**config.mk**
```make
export PLATFORM = sky130hd
export DESIGN_NAME = data_mem_responder
export DESIGN_NICKNAME = d
export VERILOG_FILES = /design/src/rtl/data_mem_responder_pkg.sv /design/src/rtl/data_mem_responder_timer.sv /design/src/rtl/data_mem_responder.sv
export SDC_FILE = /design/constraint.sdc
export NUM_CORES = 2
export LEC_CHECK = 0
export CAP_MARGIN = 20
export CORE_MARGIN = 2
export CORE_UTILIZATION = 60
export DETAILED_ROUTE_END_ITERATION = 10
export PLACE_DENSITY = 0.83
export SETUP_SLACK_MARGIN = 0.15
export SLEW_MARGIN = 40
export SYNTH_ARGS = -nofsm -noshare
export SYNTH_HDL_FRONTEND = slang
export SYNTH_HIERARCHICAL = 1
export SYNTH_SLANG_ARGS = --single-unit
```
**constraint.sdc**
```tcl
create_clock -name CLK -period 3.5 [get_ports CLK]
set_input_delay 0.7 -clock CLK [delete_from_list [all_inputs] [get_ports CLK]]
set_output_delay 0.7 -clock CLK [all_outputs]
set_load 0.01 [all_outputs]
```
**src/rtl/data_mem_responder_pkg.sv**
```systemverilog
// Shared types and widths for the data-memory responder and its access timer.
// State encoding is fixed so that traces line up with the CPU-side debug views.
package data_mem_responder_pkg;

  localparam int ADDR_W     = 8;
  localparam int DATA_W     = 8;
  localparam int DEPTH_DEF  = 256;
  localparam int CNT_W      = 4;

  typedef enum logic [1:0] {
    ST_IDLE   = 2'd0,
    ST_ACCESS = 2'd1,
    ST_DONE   = 2'd2
  } state_t;

  typedef struct packed {
    logic              is_wr;
    logic [ADDR_W-1:0] addr;
    logic [DATA_W-1:0] wdata;
  } req_t;

  // Latency value loaded into the timer; ACCESS lasts (value + 1) cycles.
  function automatic logic [CNT_W-1:0] access_load_val(input int access_cycles);
    return CNT_W'(access_cycles - 1);
  endfunction

endpackage

```
**src/rtl/data_mem_responder_timer.sv**
```systemverilog
// Down-counter that paces one memory access; expire_o is high while the count is zero.
// Loading takes priority over enable; the count never wraps because it only decrements when nonzero.
module mem_access_timer
  import data_mem_responder_pkg::*;
(
  input  logic             clk_i,
  input  logic             rst_ni,
  input  logic             load_i,
  input  logic             en_i,
  input  logic [CNT_W-1:0] count_i,
  output logic             expire_o
);

  logic [CNT_W-1:0] count_q;
  logic [CNT_W-1:0] count_d;

  always_comb begin
    count_d = count_q;
    if (load_i) begin
      count_d = count_i;
    end else if (en_i && (count_q != '0)) begin
      count_d = count_q - 1'b1;
    end
  end

  always_ff @(posedge clk_i) begin
    if (!rst_ni) begin
      count_q <= '0;
    end else begin
      count_q <= count_d;
    end
  end

  assign expire_o = (count_q == '0);

endmodule

```
**src/rtl/data_mem_responder.sv**
```systemverilog
// Byte-wide data memory serving CPU loads/stores with a fixed multi-cycle stall.
// Request is latched in IDLE, committed when the timer expires, then a one-cycle DONE absorbs held request lines.
module data_mem_responder
  import data_mem_responder_pkg::*;
#(
  parameter int ACCESS_CYCLES = 5,
  parameter int DEPTH         = DEPTH_DEF
) (
  input  logic              CLK,
  input  logic              RESET,
  input  logic              READ,
  input  logic              WRITE,
  input  logic [ADDR_W-1:0] ADDRESS,
  input  logic [DATA_W-1:0] WRITEDATA,
  output logic [DATA_W-1:0] READDATA,
  output logic              BUSYWAIT
);

  localparam logic [CNT_W-1:0] LOAD_VAL = access_load_val(ACCESS_CYCLES);

  state_t            state_q;
  req_t              req_q;
  logic [DATA_W-1:0] rdata_q;
  logic [DATA_W-1:0] mem_q [DEPTH];

  logic req_vld;
  logic timer_load;
  logic timer_en;
  logic timer_expire;

  assign req_vld    = READ | WRITE;
  assign timer_load = (state_q == ST_IDLE) && req_vld;
  assign timer_en   = (state_q == ST_ACCESS);

  mem_access_timer u_timer (
    .clk_i    (CLK),
    .rst_ni   (RESET),
    .load_i   (timer_load),
    .en_i     (timer_en),
    .count_i  (LOAD_VAL),
    .expire_o (timer_expire)
  );

  // Stall rises in the same cycle as the request so the CPU never runs ahead of the access.
  always_comb begin
    BUSYWAIT = 1'b0;
    case (state_q)
      ST_IDLE:   BUSYWAIT = req_vld;
      ST_ACCESS: BUSYWAIT = 1'b1;
      default:   BUSYWAIT = 1'b0;
    endcase
  end

  always_ff @(posedge CLK) begin
    if (!RESET) begin
      state_q <= ST_IDLE;
      req_q   <= '0;
      rdata_q <= '0;
      mem_q   <= '{default: '0};
    end else begin
      case (state_q)
        ST_IDLE: begin
          if (req_vld) begin
            // A simultaneous read+write is resolved as a write.
            req_q.is_wr <= WRITE;
            req_q.addr  <= ADDRESS;
            req_q.wdata <= WRITEDATA;
            state_q     <= ST_ACCESS;
          end
        end
        ST_ACCESS: begin
          if (timer_expire) begin
            if (req_q.is_wr) begin
              mem_q[req_q.addr] <= req_q.wdata;
            end else begin
              rdata_q <= mem_q[req_q.addr];
            end
            state_q <= ST_DONE;
          end
        end
        ST_DONE: begin
          state_q <= ST_IDLE;
        end
        default: begin
          state_q <= ST_IDLE;
        end
      endcase
    end
  end

  assign READDATA = rdata_q;

endmodule

```
==> PnR_summary.wiki <==
{| class="wikitable"
! Metric !! Value
|-
| Worst Max-Slew Pin Slew || 0.9357 ns
|-
| Amount of wire on met2 after detailed routing || 138000 um
|-
| Areal power density over the cells || 491.4 nW/um2
|-
| Width of the chip || 404.5 um
|-
| Post-route clock period utilization || 98.43%
|-
| Routed wire per std cell || 24.89 um
|-
| Fin area || 107200 um2
|-
| Die Area || 163700 um2
|-
| Cell count after synthesis || 10.93k
|-
| Clock tree from TritonCTS || built
|-
| Total of flip-flops plus latches after synthesis || 2079
|-
| Highest routed metal layer || met5
|-
| Post-placement cell count || 12.52k
|-
| Placed standard-cell area || 99500 um2
|-
| Worst-Skew Late Latency || 0.88 ns
|-
| Overall Power || 52.66 mW
|-
| DRT met1 WL || 114000 um
|-
| Number of optimization iterations in the first detailed-route pass || 9
|-
| Post-synthesis cell type count || 80
|-
| Initial Util || 60.57%
|-
| Async SR Flop Fraction || 0%
|-
| Summed instance area of the synthesized netlist || 96260 um2
|-
| DR iter-0 viols || 13.13k
|-
| Synthesis-to-finish area growth || 11.33%
|-
| Leakage component of the power || 33.19 nW
|-
| Max-capacitance violation count || 0
|-
| Maximum VDD drop || 0.5926 mV
|-
| Adder-cell share of the synthesized area || 0.01300%
|-
| Clock skew || 0.05102 ns
|-
| Initial antenna violation count || 11
|-
| Worst Path Class, Setup || flip-flop to flip-flop
|-
| Congestion Overflow GR || 0
|-
| GP Congestion || 0.9621
|-
| Count of flip-flops with a built-in enable after synthesis || 0
|-
| Worst Setup Start Kind || flip-flop
|-
| Die span in y || 404.5 um
|-
| Wire length of the first global-routing pass || 490600 um
|-
| Post-CTS clock slew at the launch and capture registers of the worst setup and hold paths || 0.06 ns
|-
| CTS Hold Buffers Added || 0
|-
| Post-layout min period || 3.445 ns
|-
| Total via count in the routed design || 86.18k
|-
| Pin count of the biggest net entering global routing || 275
|-
| Synth Area in XOR/XNOR || 0%
|-
| Sum of buffers and inverters on the critical path || 3
|-
| Worst path arrival time || 4.24 ns
|-
| Worst EP required || 4.29 ns
|-
| Row Count || 146
|-
| Number of H-tree branching levels || 4
|-
| Vias in the first global route || 83.83k
|-
| Share of layout cells above drive strength 1 || 13.30%
|-
| DRC violation count after routing || 0
|-
| Routed wl met3 || 45960 um
|-
| Longest Clk Path Bufs || 3
|-
| Synthesis warning total || 6
|-
| Slowest library cell on the worst path || sky130_fd_sc_hd__nor3_1
|-
| Nets@finish || 10.69k
|-
| Number of placed I/O pins || 29
|-
| Fraction of the yosys area taken by sequential cells || 43.24%
|-
| RSZ-0062 raised after global routing || true
|-
| Final instance count without filler cells || 12.92k
|-
| DPL Wire Length || 204800 um
|-
| Total Wirelength || 321700 um
|-
| Worst setup EP type || flip-flop
|-
| Post-synthesis compound-gate area fraction || 21.25%
|-
| Prevailing post-synth register cell || sky130_fd_sc_hd__dfxtp_1
|-
| Kind of cell adding the most delay to the critical path || simple AND/OR/NAND/NOR gates
|-
| Result of the run || completed
|-
| Peak Freq || 290.3 MHz
|-
| Final hold violations || 0
|-
| Syn avg cell area || 8.807 um2
|-
| Final-layout setup total negative slack || 0 ns
|-
| Port-buffer cells || 28
|-
| Fillers || 11.66k
|-
| Cell chain of the critical path || inv_1 > ha_1 > or3b_4 > clkinv_2 > and4bb_2 > buf_4 > nor2_1 > nor3_1 > o221ai_1 > nor3_2 > o22ai_1 > o21ai_0
|-
| Clock Sink Count || 2079
|-
| Area fraction in and, or, nand and nor cells after synthesis || 17.94%
|-
| Critical path fanouts, max || 12
|-
| Worst max-slew margin expressed relative to the limit || 37.62%
|-
| Max incr delay on CP || 0.56 ns
|-
| Clock tree root driver cell || sky130_fd_sc_hd__clkbuf_16
|-
| Commonest cells after routing, fill and taps aside || sky130_fd_sc_hd__nand2_1 (3468), sky130_fd_sc_hd__dfxtp_1 (2065), sky130_fd_sc_hd__a21boi_0 (1982)
|-
| CTS Buf Count || 208
|-
| Final setup violating endpoints || 0
|-
| Max Transition Viols Final || 0
|-
| Antenna violation net count after detailed routing || 0
|-
| Ratio of routed vias to standard cells || 6.670
|-
| Mux share of post-synthesis cell area || 13.18%
|-
| Most common cell after layout, fill and taps aside || sky130_fd_sc_hd__nand2_1
|-
| Tot GR Track Use || 38.40%
|-
| Worst min-delay path category || input port to flip-flop
|-
| Largest family of logic cells by synthesized area || compound AO/OA/AOI/OAI gates
|-
| Area of the core || 158900 um2
|}
==> worst register-to-register path, cell delays in order (launching register included) <==
cell,delay [ns]
sky130_fd_sc_hd__dfxtp_1,0.35
sky130_fd_sc_hd__inv_1,0.12
sky130_fd_sc_hd__ha_1,0.23
sky130_fd_sc_hd__or3b_4,0.43
sky130_fd_sc_hd__clkinv_2,0.13
sky130_fd_sc_hd__and4bb_2,0.27
sky130_fd_sc_hd__buf_4,0.20
sky130_fd_sc_hd__nor2_1,0.08
sky130_fd_sc_hd__nor3_1,0.56
sky130_fd_sc_hd__o221ai_1,0.28
sky130_fd_sc_hd__nor3_2,0.45
sky130_fd_sc_hd__o22ai_1,0.16
sky130_fd_sc_hd__o21ai_0,0.09
==> cell usage after synthesis (all sizes together) (35+ instances only) <==
library cell / instances / area, um2
nand3: 387 / 1952
mux4: 483 / 10910
clkbuf: 696 / 2613
a22oi: 41 / 307.8
mux2i: 159 / 1592
nor2: 303 / 1328
dfxtp: 2079 / 41620
a21oi: 35 / 175.2
a21boi: 2049 / 15380
nand2: 3496 / 13120
a32oi: 36 / 315.3
buf: 229 / 1550
o21ai: 634 / 3177
==> registers in the layout, indices dropped and copies added, names as in the netlist <==
name,count
READDATA,8
mem_q,2048
req_q,17
state_q,2
u_timer/count_q,4
==> per-stage QoR <==
stage / utilization [%] / hold WS (ns) / setup WS, ns
finish: 67.43 / 0.2172 / 0.05500
global route: 67.41 / 0.1959 / 0.1255
CTS: 67.15 / 0.1786 / 0.1619
detailed placement: 62.61 / 0.4465 / 0.05930
global placement: 62.56 / 0.4377 / 0.09539
floorplan: - / 0.4303 / 0.9111
==> layer usage <==
metal	track usage, %	vias up
li1	-	37190
met1	47.91	41290
met2	56.93	6213
met3	12.51	1480
met4	25.29	14
met5	0	-
==> area by class of cell <==
| cell class | count | area [um2] | share of cell area, % |
|---|---|---|---|
| Tap cell | 2072 | 2592 | 2.419 |
| Clock inverter | 61 | 883.3 | 0.8243 |
| Multi-Input combinational cell | 7915 | 50960 | 47.55 |
| Clock buffer | 320 | 6230 | 5.813 |
| Inverter | 13 | 57.56 | 0.05371 |
| Antenna cell | 12 | 30.03 | 0.02802 |
| Timing Repair Buffer | 449 | 4748 | 4.431 |
| Sequential cell | 2079 | 41670 | 38.88 |
==> where the power goes <==
| group | leakage (nW) | switching (mW) | internal [mW] |
|---|---|---|---|
| Clock | 3.49 | 9.90 | 13.4 |
| Combinational | 13.0 | 3.56 | 1.76 |
| Sequential | 16.7 | 0.340 | 23.7 |
==> worst paths after layout <==
path,slack [ns],cells past startpoint,to,from
worst max register to register,0.05,12,READDATA[6],u_timer/count_q[0]
worst max-delay path,0.05,12,READDATA[6],u_timer/count_q[0]
worst min register to register,0.45,2,mem_q[1941],mem_q[1941]
worst min-delay path,0.22,3,READDATA[3],RESET
==> timing repair <==
item                                   4_1_cts  5_1_grt
setup endpoints to repair                    4      838
setup buffers                                8        0
pin swaps                                    0        1
endpoints found under the hold margin        0        0
gates resized for setup                      2      106
==> cell families (layout without fill, tap and decap cells) <==
logic type | count (synthesis) | count (layout)
AOI/OAI and AO/OA | 2933 | 2933
muxes | 658 | 658
other | 2 | 16
and+or+nand+nor | 4319 | 4319
DFF | 2079 | 2079
buffers and inverters | 938 | 843
adders and majority gates | 1 | 1
No activity file was read; power rests on OpenSTA's default activity.
